### config.mk
export PLATFORM = sky130hd
export DESIGN_NAME = register_file
export DESIGN_NICKNAME = d
export VERILOG_FILES = /design/src/rtl/register_file.sv
export SDC_FILE = /design/constraint.sdc
export NUM_CORES = 2
export LEC_CHECK = 0
export BUFFER_PORTS_ARGS = -buffer_cell sky130_fd_sc_hd__buf_2
export CAP_MARGIN = 20
export CORE_MARGIN = 1
export CORE_UTILIZATION = 40
export CTS_BUF_LIST = sky130_fd_sc_hd__clkbuf_8
export CTS_CLUSTER_DIAMETER = 40
export DETAILED_ROUTE_END_ITERATION = 8
export GPL_ROUTABILITY_DRIVEN = 0
export PLACE_DENSITY = 0.59
export SYNTH_ARGS = -nofsm -noshare
export SYNTH_HDL_FRONTEND = slang
export SYNTH_SLANG_ARGS = --single-unit
### constraint.sdc
create_clock -name clk -period 2 [get_ports clk]
set_input_delay 0.1 -clock clk [delete_from_list [all_inputs] [get_ports clk]]
set_output_delay 0.1 -clock clk [all_outputs]
set_load 0.05 [all_outputs]
### src/rtl/register_file.sv
// register_file
//   32 x 32-bit general-purpose register file for the single-cycle MIPS
//   datapath. Two combinational read ports, one write port that commits
//   on the falling edge of clk. Register $0 has no storage and reads 0.
//
// Ports
//   clk    in   clock; writes commit on the falling edge
//   rst_n  in   asynchronous active-low reset, clears every register
//   Ra     in   read address, port A
//   Rb     in   read address, port B
//   Rw     in   write address
//   Bw     in   write data
//   Regwr  in   write enable, active high
//   Ba     out  reg[Ra], combinational
//   Bb     out  reg[Rb], combinational
//
// Build option
//   REGFILE_BYPASS_EN  when defined, a pending write (Regwr=1, Rw!=0) is
//                      forwarded from Bw to any read port addressing Rw
//                      before the edge. Undefined by default.

module register_file #(
   parameter int unsigned DATA_WIDTH = 32,
   parameter int unsigned ADDR_WIDTH = 5
) (
   input  logic                  clk,
   input  logic                  rst_n,
   input  logic [ADDR_WIDTH-1:0] Ra,
   input  logic [ADDR_WIDTH-1:0] Rb,
   input  logic [ADDR_WIDTH-1:0] Rw,
   input  logic [DATA_WIDTH-1:0] Bw,
   input  logic                  Regwr,
   output logic [DATA_WIDTH-1:0] Ba,
   output logic [DATA_WIDTH-1:0] Bb
);

   localparam int unsigned NUM_REGS = 2 ** ADDR_WIDTH;

   // Entry 0 is deliberately absent; the read path substitutes zero.
   logic [DATA_WIDTH-1:0] regs [1:NUM_REGS-1];

   logic wr_active;

   assign wr_active = Regwr && (Rw != '0);

   always_ff @(negedge clk or negedge rst_n) begin
      if (!rst_n) begin
         regs <= '{default: '0};
      end else if (wr_active) begin
         regs[Rw] <= Bw;
      end
   end

   always_comb begin
      Ba = '0;
      Bb = '0;
      if (Ra != '0) begin
         Ba = regs[Ra];
      end
      if (Rb != '0) begin
         Bb = regs[Rb];
      end
`ifdef REGFILE_BYPASS_EN
      // Forward the in-flight write data; wr_active already excludes $0.
      if (wr_active && (Ra == Rw)) begin
         Ba = Bw;
      end
      if (wr_active && (Rb == Rw)) begin
         Bb = Bw;
      end
`endif
   end

endmodule

* After elaboration in Yosys (flattened, before gate mapping)
Cells that the tools add are included.
Operators by class: magnitude comparators 4, multiplexer cells 11, reductions and logical operators 5, bitwise logic cells 3
Operator list (count):
- bitwise mux 992 bit | 1
- binary-select mux 32 bit (select 5 bit) | 2
- two-way mux 32 bit | 7
- demux 32 bit (select 5 bit) | 1
- greater-or-equal comparator 6 bit (second input constant) | 3
- NOT 5 -> 6 bit | 3
- nonzero test 5 bit | 3
- < comparator 6 x 1 -> 1 bit (second input constant) | 1
- logical AND 1 bit | 2
Storage, ports and cells: word-level logic and storage cells 54, input bits 50, register bits 992

* Logic depth before layout (Yosys ltp)
depth in word-level cells 6, mapped depth 9, mapped depth without buffers 4

==> results.md <==
* Clock transition at path regs at 40 ps
* Regs by FF count: regs: 992 flops
* Peak supply drop at 0.000577 V
* Vias per Instance at 5.94
* # setup viols final at 64
* Leak at 32.8 nW
* Die Area at 0.135 mm²
* Post-layout util at 54.1%
* Total length of routed wires at 191 mm
* Reg2Reg Capture Point: regs[547]
* Worst r2r src: regs[547]
* Worst Slack Setup Final at -1600 ps
* CTS tree: done
* Sequential share of the synthesized area at 46.5%
* DR DRC count at 0
* Drt initial violations at 3011
* Status: finished, violations left
* Top-count cell post-synth: mux2_2
* P&R area growth vs syn at 33.7%
* Power Density at 925 mW/mm²
* Placement Setup Slack at -856 ps
* Gr ovfl total at 0
* Crit Path Class: register to output port
* Via count at 39600
* Reg2Reg Setup Slack at 890 ps
* GR Util met1 at 38.3%
* Slew Limit Fails at 0
* CP Data Required Time at 1900 ps
* Clock Sinks at 992
* Actual slew at the worst max-slew pin at 1010 ps
* Setup TNS at -90100 ps
* Critical Path End: Bb[10]
* FFs w/ async S/R, synth at 100%
* IO Pins at 114
* I/O Buffers at 113
* Yosys top cell by area: dfrtn_1
* Syn Area/Cell at 13.1 µm²
* Overall global routing resource usage at 28.3%
* Max Root-Sink Buffers at 3
* Post-synth top cells: 1041 x mux2_2, 992 x dfrtn_1, 577 x mux2i_1, 287 x o22ai_1, 188 x clkbuf_1
* Register bit total from synthesis at 992
* Design area at 0.0714 mm²
* Num CTS Buffers at 190
* Crit-path leading delay family: simple AND/OR/NAND/NOR gates
* Slowest cell on crit path: nor4_4
* Crit path DAT at 3500 ps
* Number of flops mapped to enable cells by yosys at 0
* Critical path peak fanout at 3
* Min-delay worst type: register to register
* Initial antenna violation count at 8
* Main synth FF type: dfrtn_1
* Die Width at 367 µm
* M3 GR Usage at 5.05%
* Routed Antenna Nets at 0
* CP peak stage delay at 530 ps
* WP depth at 6
* Post-DR wirelength/cell at 28.6 µm
* M2 GR Usage at 44.7%
* Fin. Hold Viols at 0
* Startpoint Class: register
* Failing checks: setup timing
* # nets final at 4831
* DR pass1 iterations at 5
* Synth area leaders: dfrtn_1 46%, mux2_2 22%, mux2i_1 11%
* Hold Crit Start: regs[917]
* Initial Util at 40.5%
* Slew headroom at 32.3%
* Clk_lat worst skew at 780 ps
* Max-cap viol count at 0
* Largest net degree at the start of global routing at 46
* Number of flip-flops in the largest register at 992
* Core Region at 0.132 mm²
* Reg2Reg Depth at 4
* Global-route wire length before repair at 284 mm
* CTS root buf: clkbuf_8
* Fraction of layout cells with a size suffix above 1 at 55.6%
* Dpl cell area at 0.0660 mm²
* Std cell rows at 133
* Mapped Area at 0.0534 mm²
* Fin Clk Skew at 0 ps
* Detail Placement HPWL at 129 mm
* Crit path from: regs[970]
* Largest Register: regs
* Min Hold Slack at 461 ps
* GR peak layer: met2
* Critical path buffers and inverters at 2
* CTS H-Tree Depth at 4
* Synth unique cells at 41
* Mapped Cells at 4066
* Critical path endpoint category: output port
* Die height at 367 µm
* Hold path depth at 1
* Crit-path cells: mux2_2 > a221o_1 > a21oi_2 > nor4_4 > buf_4 > buf_12
* Syn nets at 4116
* Top cell type's share of synthesized area at 46.5%
* YS warnings at 0
* Vias in the first global route at 41500
* RSZ-0062 raised after global routing: yes
-- timing repair --
item                                    in CTS  in global routing
hold endpoints to repair                     7                  0
endpoints found under the setup margin      64                 65
buffers inserted                            35                 16
pin swaps                                  118                 58
cloned                                       0                  0
hold buffers                                 1                  0
resized for setup                          205                 59
-- how the worst min path moves through the flow --
stage,end,slack [ps]
after floorplan,regs[772],440
after global placement,regs[772],440
after detailed placement,regs[917],460
after CTS,regs[772],460
after global routing,regs[686],480
final,regs[917],460
-- report_power, final --
group / switching, mW / internal, mW / leakage [nW] / total (mW)
logic: 7.43 / 10.7 / 17.9 / 18.1
registers: 2.98 / 24.4 / 12.7 / 27.4
clock network: 9.17 / 11.3 / 2.19 / 20.5
total: 19.6 / 46.4 / 32.8 / 66.0
-- kinds of logic (layout without fill, tap and decap cells) --
logic type	count (synthesis)	count (layout)	share of synthesized area [%]
flops	992	992	46.5
simple gates	304	304	3.15
buf+inv	435	1287	3.92
compound gates	510	510	6.58
other cells	0	1	0
mux	1825	1825	39.8
-- final cells by class --
type | count | area [µm²]
clock buffer | 222 | 3060
timing repair buffer | 958 | 10300
fill | 10900 | 60600
clock inverter | 107 | 754
antenna | 1 | 2.50
sequential | 992 | 24800
multi-input combinational | 2639 | 30200
tap | 1755 | 2200
-- layout by cell type, fill, tap and decap left out, types with 47 or more instances in the layout --
cell type / n
dfrtn_1: 992
mux4_2: 128
mux2_4: 376
mux2_2: 707
buf_12: 250
o22ai_1: 275
mux2i_1: 576
nor3_1: 117
a211oi_4: 47
clkbuf_8: 222
inv_1: 70
buf_4: 639
-- worst reg2reg max path: stages, from the launching register on --
cell	delay [ps]
dfrtn_1	350
buf_6	120
buf_4	120
buf_4	120
mux2_4	260
-- per-layer routing --
layer  vias to the layer above  wire, µm
met1                     20900     83600
met5                         -        27
met3                       409     11100
li1                      16900         -
met2                      1396     88800
met4                         4      7580
-- stage by stage --
| stage | total power [mW] | cells |
|---|---|---|
| after floorplan | 37.7 | 4066 |
| after global placement | 44.2 | 6306 |
| after detailed placement | 44.6 | 6306 |
| after CTS | 66.0 | 6658 |
| after global routing | 68.9 | 6674 |
| final | 66.0 | 6674 |
Note: power is estimated with default switching activity, not from simulation.
